## config.mk

```make
export PLATFORM = sky130hd
export DESIGN_NAME = alu_issuer
export DESIGN_NICKNAME = d
export VERILOG_FILES = /design/src/rtl/alu_issuer.sv
export SDC_FILE = /design/constraint.sdc
export NUM_CORES = 1
export LEC_CHECK = 0
export CAP_MARGIN = 15
export CORE_ASPECT_RATIO = 1.75
export CORE_UTILIZATION = 25
export DETAILED_ROUTE_END_ITERATION = 8
export GPL_TIMING_DRIVEN = 0
export PLACE_DENSITY_LB_ADDON = 0.2
export SLEW_MARGIN = 20
export SYNTH_ARGS = -nofsm -noshare
export SYNTH_HDL_FRONTEND = slang
export SYNTH_SLANG_ARGS = --single-unit
```

## constraint.sdc

```tcl
create_clock -name clk -period 3.1 [get_ports clk]
set_input_delay 0.62 -clock clk [delete_from_list [all_inputs] [get_ports clk]]
set_output_delay 0.62 -clock clk [all_outputs]
set_load 0.01 [all_outputs]
```

## src/rtl/alu_issuer.sv

```systemverilog
// Initiator-side controller for a combinational ALU: accepts a request, holds the
// ALU inputs for SETTLE cycles, captures the result and returns it over a handshake.
module alu_issuer #(
  parameter int WIDTH  = 32,
  parameter int SETTLE = 1,
  parameter int CNT_W  = 16
) (
  input  logic             clk,
  input  logic             rst_n,
  input  logic             req_valid,
  output logic             req_ready,
  input  logic [WIDTH-1:0] req_a,
  input  logic [WIDTH-1:0] req_b,
  input  logic [2:0]       req_op,
  output logic [WIDTH-1:0] alu_a,
  output logic [WIDTH-1:0] alu_b,
  output logic [2:0]       alu_op,
  input  logic [WIDTH-1:0] alu_res,
  output logic             rsp_valid,
  input  logic             rsp_ready,
  output logic [WIDTH-1:0] rsp_res,
  output logic [2:0]       rsp_op,
  output logic             rsp_zero,
  output logic             busy,
  output logic [CNT_W-1:0] done_cnt
);

  typedef enum logic [1:0] {ST_IDLE, ST_SETTLE, ST_RESP} state_t;

  state_t     state;
  state_t     state_next;
  logic [3:0] settle_cnt;
  logic       accept;
  logic       capture;
  logic       complete;

  assign accept    = (state == ST_IDLE) && req_valid;
  assign capture   = (state == ST_SETTLE) && (settle_cnt == 4'd1);
  assign complete  = (state == ST_RESP) && rsp_ready;
  assign req_ready = (state == ST_IDLE);
  assign busy      = (state != ST_IDLE);

  always_ff @(posedge clk or negedge rst_n) begin
    if (!rst_n) begin
      state <= ST_IDLE;
    end else begin
      state <= state_next;
    end
  end

  always_comb begin
    state_next = state;
    case (state)
      ST_IDLE:   if (req_valid) state_next = ST_SETTLE;
      ST_SETTLE: if (settle_cnt == 4'd1) state_next = ST_RESP;
      ST_RESP:   if (rsp_ready) state_next = ST_IDLE;
      default:   state_next = ST_IDLE;
    endcase
  end

  // ALU inputs change only on accept; the response fields only on capture.
  always_ff @(posedge clk or negedge rst_n) begin
    if (!rst_n) begin
      alu_a      <= '0;
      alu_b      <= '0;
      alu_op     <= '0;
      settle_cnt <= '0;
      rsp_res    <= '0;
      rsp_op     <= '0;
      rsp_zero   <= 1'b0;
      rsp_valid  <= 1'b0;
      done_cnt   <= '0;
    end else begin
      if (accept) begin
        alu_a      <= req_a;
        alu_b      <= req_b;
        alu_op     <= req_op;
        settle_cnt <= 4'(SETTLE);
      end
      if (state == ST_SETTLE) begin
        settle_cnt <= settle_cnt - 4'd1;
      end
      if (capture) begin
        rsp_res   <= alu_res;
        rsp_op    <= alu_op;
        rsp_zero  <= (alu_res == '0);
        rsp_valid <= 1'b1;
      end
      if (complete) begin
        rsp_valid <= 1'b0;
        done_cnt  <= done_cnt + CNT_W'(1);
      end
    end
  end

endmodule

```

Word level (Yosys, flattened, before mapping)
Index checks and enable logic that the tools add are counted.
- flip-flop bits (word level): 126
- input port bits: 103
- output and inout bits: 122
- logic and storage cells: 35
- $add $sub $neg: 2
- equal/unequal tests: 6
- muxes and demuxes: 8
- reductions and logical operators: 9
- operator list (operator ; number):
    $logic_not A32 Y1 ; 1
    $add A16 B1 Y16 const B ; 1
    $mux W4 ; 2
    $mux W2 ; 3
    $ne A2 B2 Y1 const B ; 3
    $pmux W2 S3 ; 1
    $reduce_bool A2 Y1 ; 3
    $eq A4 B1 Y1 const B ; 1
    $sub A4 B1 Y4 const B ; 1
    $logic_and A1 B1 Y1 ; 3
    $reduce_and A3 Y1 ; 1
    $eq A2 B1 Y1 const B ; 1
    $eq A2 B2 Y1 const B ; 1
    $logic_not A2 Y1 ; 1
    $mux W1 ; 2

Depth between registers and ports, before layout
Gate-level depths: netlist of run 1.
- depth after elaboration: 4
- mapped depth: 8
- gate-level depth less buffers: 6

Least setup slack after synthesis of run 1
No wires, ideal clock.
- path kind: reg-to-reg
- from: register state[1]
- to: register alu_b[21]
- setup time: 0.125 ns
- data arrival time: 1.432 ns
- slack: 1.543 ns
- stages on the path, launching flop included: 7
- path buffers: 3
- clock period less this slack: 1.557 ns
- cell sequence: dfrtp_1 -> nor2_2 -> and2_4 -> buf_6 -> buf_6 -> buf_12 -> mux2_4
- word-level cells in the longest chain between the ends: 2
- RTL lines (what ; line ; RTL):
    start: declaration ; 30 ; state_t state;
    start signal: assignment ; 47 ; state <= state_next;
    $logic_not A2 Y1 ; -- ;
    net req_ready ; 11 ; output logic req_ready,
    $logic_and A1 B1 Y1 ; 37 ; assign accept = (state == ST_IDLE) && req_valid;
    end signal: assignment ; 76 ; alu_b <= req_b;
    end: declaration ; 16 ; output logic [WIDTH-1:0] alu_b,
The timed path passes the listed nets, and every way through them passes these cells.
A chain may end at the register's enable or synchronous reset.

Worst setup path after layout of run 1
- from: register state[1]
- to: output port req_ready
- word-level cells in the longest chain between the ends: 1
- RTL lines (what ; line ; RTL):
    $logic_not A2 Y1 ; 40 ; assign req_ready = (state == ST_IDLE);
    end: declaration ; 11 ;
No other way between the ends.

==> impl_metrics.tcl, run 1 <==
set metrics [dict create \
    status "finished clean" \
    num_io_pins 225 \
    yosys_most_used_dff "dfrtp_1" \
    die-area_mm2 0.0205 \
    wl_um 13500 \
    cp-end-kind "primary output" \
    die_w_um 109 \
    dieHeight_um 189 \
    tns_ps 0 \
    synthArstFlopShare_pct 100 \
    htree_levels 4 \
    startpoint_type "register" \
    grtUsageTotal_pct 13.9 \
    synth_enable_flop_cells 0 \
    placed_area_mm2 0.00757 \
    ir_drop_uv 377 \
    yosysUniqueCellTypes 33 \
    cp_max_fo 6 \
    avgSynthCellArea_um2 15.5 \
    drive_gt1_share_pct 26.3 \
    final.period_utilization_pct 71.9 \
    antenna_found_initial 0 \
    cts_made_buffers 17 \
    ys_seq_elements 126 \
    grt_start_max_net_pins 71 \
    multi_input_comb_area_mm2 0.00170 \
    crit_type "reg2out" \
    max_freq_ghz 0.448 \
    hold_viol 0 \
    fin_skew_ps 8.84 \
    worstSkewPairLatency_ps 420 \
    final_common_cell "clkdlybuf4s50_1" \
    first_pass_iters 4 \
    viasPerCell 4.31 \
    core_mm2 0.0197 \
    start_util_pct 25.4 \
    clock-sinks 126 \
    cts_setup_buffers 0 \
    leakage_nw 3.40 \
    final_cell_area_mm2 0.00819 \
    dr.first_iter.drc_count 33 \
    area_delta_synth_final_pct 64.2 \
    hold_path_class "in2async" \
    tritoncts "built" \
    yosys_warnings 0 \
    tightest_slew_ps 450 \
    most-common-layout-cells "223 x clkdlybuf4s50_1, 126 x dfrtp_1, 94 x mux2_2" \
    num_antenna_cells 0 \
    yosysSeqAreaShare_pct 63.2 \
    maxSlewViolCount 0 \
    cts-resized-gates 0 \
    cts.clk_slew.worst_paths_ps 50 \
    globalRoute.totalOverflow 0 \
    ant_nets 0 \
    rsz0062_at_grt "no" \
    row_count 68 \
    fin_nets 671 \
    syn_inst 321 \
    numPortBuffers 224 \
    vias 3546 \
    arrival_ps 1610 \
    place_congestion 0.705 \
    crit_required_ps 2480 \
    post_drt_wl_per_cell_um 16.4 \
    timing.slew.headroom_pct 70.0 \
    route.detailed.drc 0 \
    clockRootBuffer "clkbuf_16" \
    register_area_mm2 0.00315 \
    fill_cells 1847 \
    maxCapViolCount 0 \
    period_minus_slack_ps 2230 \
    dp_hpwl_um 10200 \
    setup_violations 0 \
    syn_area_mm2 0.00499 \
    hold_buffers 0 \
    first_global_vias 3914 \
    p_per_area_mw_per_mm2 1020 \
    synthesis.nets 427 \
    cts_buffer_depth 2 \
    grt_first_pass_wirelength_um 21200 \
]
==> cell families (layout without fill, tap and decap cells) <==
kind of cell             count (synthesis)  after routing  share of synthesized area, %
AO/OA/AOI/OAI                            7              7                         0.753
XOR/XNOR                                16             16                          2.81
adder cells (fa/ha/maj)                  3              3                         0.753
buffers and inverters                   16            273                          2.71
flip-flops                             126            126                          63.2
multiplexers                           103            103                          23.9
AND/OR/NAND/NOR                         50             50                          5.87
==> registers in the layout (all words and copies together), names as in the netlist <==
register and cells:
alu_b 32, done_cnt 16, rsp_valid 1, settle_cnt 4
alu_a 32, state 2, rsp_zero 1, rsp_res 32
rsp_op 3, alu_op 3
==> layer usage <==
metal / GRT usage, % / wire length (um) / vias to the layer above
li1: - / - / 1629
met1: 14.0 / 4690 / 1769
met2: 25.7 / 7830 / 128
met3: 3.15 / 589 / 20
met4: 7.38 / 371 / 0
met5: 0 / 0 / -
==> cell type report <==
| type | instances | share of cell area (%) |
|---|---|---|
| Inverter | 3 | 0.138 |
| Tap cell | 245 | 3.74 |
| Clock buffer | 22 | 5.91 |
| Buffer | 13 | 1.51 |
| Multi-Input combinational cell | 179 | 20.7 |
| Clock inverter | 10 | 1.65 |
| Timing Repair Buffer | 225 | 27.8 |
| Sequential cell | 126 | 38.5 |
==> Yosys cell counts (5+ instances only) <==
cell	count	area, um2
mux2_2	94	1060
nand2_1	10	37.5
nand4_1	6	37.5
dfrtp_1	126	3150
nand3_1	5	25.0
nor2_1	5	18.8
mux2_4	8	120
buf_4	5	37.5
xnor2_1	10	87.6
xor2_1	6	52.6
buf_6	5	56.3
nor4_1	8	50.1
==> through the flow <==
step	setup WS, ps	utilization, %	hold WS (ps)	power [W]	instances
3_5_place_dp	913	38.5	474	0.00634	791
2_1_floorplan	1540	-	324	0.00435	321
4_1_cts	823	41.7	124	0.00848	823
3_3_place_gp	-3600	38.3	468	0.00626	790
5_1_grt	742	41.7	141	0.00882	823
6_report	870	41.7	124	0.00833	823
==> worst max-delay path, cell delays in order (launching register included) <==
cell and delay [ps]:
dfrtp_1 420, nor2_2 200, clkdlybuf4s50_1 570
==> power breakdown <==
group,internal (W),switching [W],total [W],leakage [nW]
clock,0.00135,0.000737,0.00208,0.294
combinational,0.00219,0.00127,0.00346,1.59
sequential,0.00240,0.000396,0.00279,1.51
==> final timing paths <==
kind	from	depth (start not counted)	to	slack [ps]
max in group asynchronous	rst_n	2	alu_a[6]	2270
worst min register to register	done_cnt[9]	1	done_cnt[9]	480
worst max-delay path	state[1]	2	req_ready	870
min in group clk	done_cnt[9]	1	done_cnt[9]	480
worst max register to register	settle_cnt[1]	7	rsp_res[23]	1370
worst min-delay path	rst_n	1	rsp_res[15]	120
No activity file was read; power rests on OpenSTA's default activity.
==> inputs of run 2 (changes only) <==
==> constraint.sdc (replaced) <==
create_clock -name clk -period 2.2 [get_ports clk]
set_input_delay 0.44 -clock clk [delete_from_list [all_inputs] [get_ports clk]]
set_output_delay 0.44 -clock clk [all_outputs]
set_load 0.01 [all_outputs]
==> impl_metrics.tcl, run 2 (same netlist as run 1, synthesis figures left out) <==
set metrics [dict create \
    numPortBuffers 224 \
    cp_max_fo 6 \
    cp_slowest_stage_delay_ps 570 \
    cts_buffer_depth 2 \
    worstSkewPairLatency_ps 420 \
    cp-end-kind "primary output" \
    fin_nets 672 \
    num_antenna_cells 0 \
    cts_made_buffers 17 \
    rsz0062_at_grt "no" \
    hold_buffers 1 \
    place_congestion 0.705 \
    drive_gt1_share_pct 26.3 \
    maxSlewViolCount 0 \
    tns_ps 0 \
    multi_input_comb_area_mm2 0.00170 \
    leakage_nw 3.40 \
    dr.first_iter.drc_count 31 \
    cts.clk_slew.worst_paths_ps 60 \
    cts-resized-gates 0 \
    viasPerCell 4.31 \
    cell_internal_pwr_w 0.00836 \
    core_mm2 0.0197 \
    seqPwrFrac_pct 33.5 \
    grt_first_pass_wirelength_um 21200 \
    period_minus_slack_ps 2050 \
    arrival_ps 1610 \
    start_util_pct 25.4 \
    fin_skew_ps 8.84 \
    register_area_mm2 0.00315 \
    path_buf_inv 1 \
    globalRoute.totalOverflow 0 \
    top_regs "alu_a (32), alu_b (32), rsp_res (32)" \
    final_common_cell "clkdlybuf4s50_1" \
    hold_path_class "reg2reg" \
    cts_setup_buffers 0 \
    row_count 68 \
    crit_type "reg2out" \
    crit_family "buffers and inverters" \
    postLayoutCoreUtil_pct 41.7 \
    clock-sinks 126 \
    tightest_slew_ps 449 \
    grt_start_max_net_pins 71 \
    wl_um 13500 \
    ir_drop_uv 531 \
    swShare_pct 28.9 \
    die_w_um 109 \
    p_sw_w 0.00339 \
    num_io_pins 225 \
    timing.slew.headroom_pct 70.1 \
    vias 3550 \
    route.detailed.drc 0 \
    first_global_vias 3916 \
    htree_levels 4 \
    power_frac_clock_pct 25.0 \
    crit_required_ps 1760 \
    grtUsageTotal_pct 13.9 \
    fill_cells 1846 \
    clockRootBuffer "clkbuf_16" \
    dieHeight_um 189 \
    most-common-layout-cells "223 x clkdlybuf4s50_1, 126 x dfrtp_1, 94 x mux2_2" \
    cp_cell_sequence "nor2_2 -> clkdlybuf4s50_1" \
    first_pass_iters 4 \
    final.period_utilization_pct 93.2 \
    dp_hpwl_um 10200 \
    antenna_found_initial 0 \
    ant_nets 0 \
    status "finished clean" \
    hold_viol 0 \
    setup_violations 0 \
    tritoncts "built" \
    post_drt_wl_per_cell_um 16.4 \
    p_per_area_mw_per_mm2 1430 \
    area_delta_synth_final_pct 64.4 \
    maxCapViolCount 0 \
    max_freq_ghz 0.488 \
    slowest_stage "clkdlybuf4s50_1" \
    combPwrFrac_pct 41.5 \
    die-area_mm2 0.0205 \
    startpoint_type "register" \
]
## run 2: changes by cell type in the layout (fill, tap and decap cells not counted), sizes merged
cell         change
dlygate4sd3      +1
## run 2: worst register-to-register path: stages, from the launching register on
cell and delay, ps:
dfrtp_1 380, inv_1 90, ha_1 150, nor3b_2 240, nand2_1 120, buf_6 170
buf_6 150, mux2_1 310
## run 2: metrics by stage
step	cells	setup slack, ps	hold slack (ps)	area (um2)	power (W)
6_report	824	150	483	8200	0.0117
5_1_grt	824	22.3	505	8200	0.0124
4_1_cts	824	103	488	8200	0.0120
3_5_place_dp	791	193	392	7570	0.00894
3_3_place_gp	790	-4320	468	7530	0.00882
2_1_floorplan	321	643	144	4990	0.00612
## run 2: routing by layer
layer / vias to the layer above / global-route usage [%] / wire length [um]
met5: - / 0 / 0
met2: 126 / 25.7 / 7830
met4: 0 / 7.38 / 371
li1: 1631 / - / -
met3: 20 / 3.15 / 588
met1: 1773 / 14.0 / 4690
## run 2: cell type report
cell class,instances,area share (%)
multi-input cells,179,20.7
plain buffers,13,1.51
flip-flops and latches,126,38.5
repair buffers,226,27.9
clock buffers,22,5.91
clock inverters,10,1.65
inverters,3,0.137
well taps,245,3.74
## run 2: final timing paths
path,slack (ps),cells after the start,from,endpoint
hold / removal,480,1,done_cnt[9],done_cnt[9]
setup / recovery,150,2,state[1],req_ready
max in group asynchronous,940,3,rst_n,alu_a[6]
hold reg to reg,480,1,done_cnt[9],done_cnt[9]
min in group asynchronous,560,2,rst_n,rsp_res[15]
setup reg to reg,470,7,settle_cnt[1],rsp_res[23]
## run 2: power groups by stage
stage                     registers [W]  logic (W)  clock network (W)
after floorplan                 0.00441    0.00171                  0
after global placement          0.00394    0.00488                  0
after detailed placement        0.00398    0.00496                  0
after CTS                       0.00395    0.00498            0.00303
after global routing            0.00409    0.00520            0.00313
final                           0.00393    0.00488            0.00293
==> inputs of run 3 (changes only) <==
--- a/config.mk
+++ b/config.mk
@@ -15,3 +15,4 @@
 export SYNTH_ARGS = -nofsm -noshare
 export SYNTH_HDL_FRONTEND = slang
 export SYNTH_SLANG_ARGS = --single-unit
+export TNS_END_PERCENT = 10
==> results of run 3 <==
No change in the layout: final DEF, timing and power equal those of run 2.
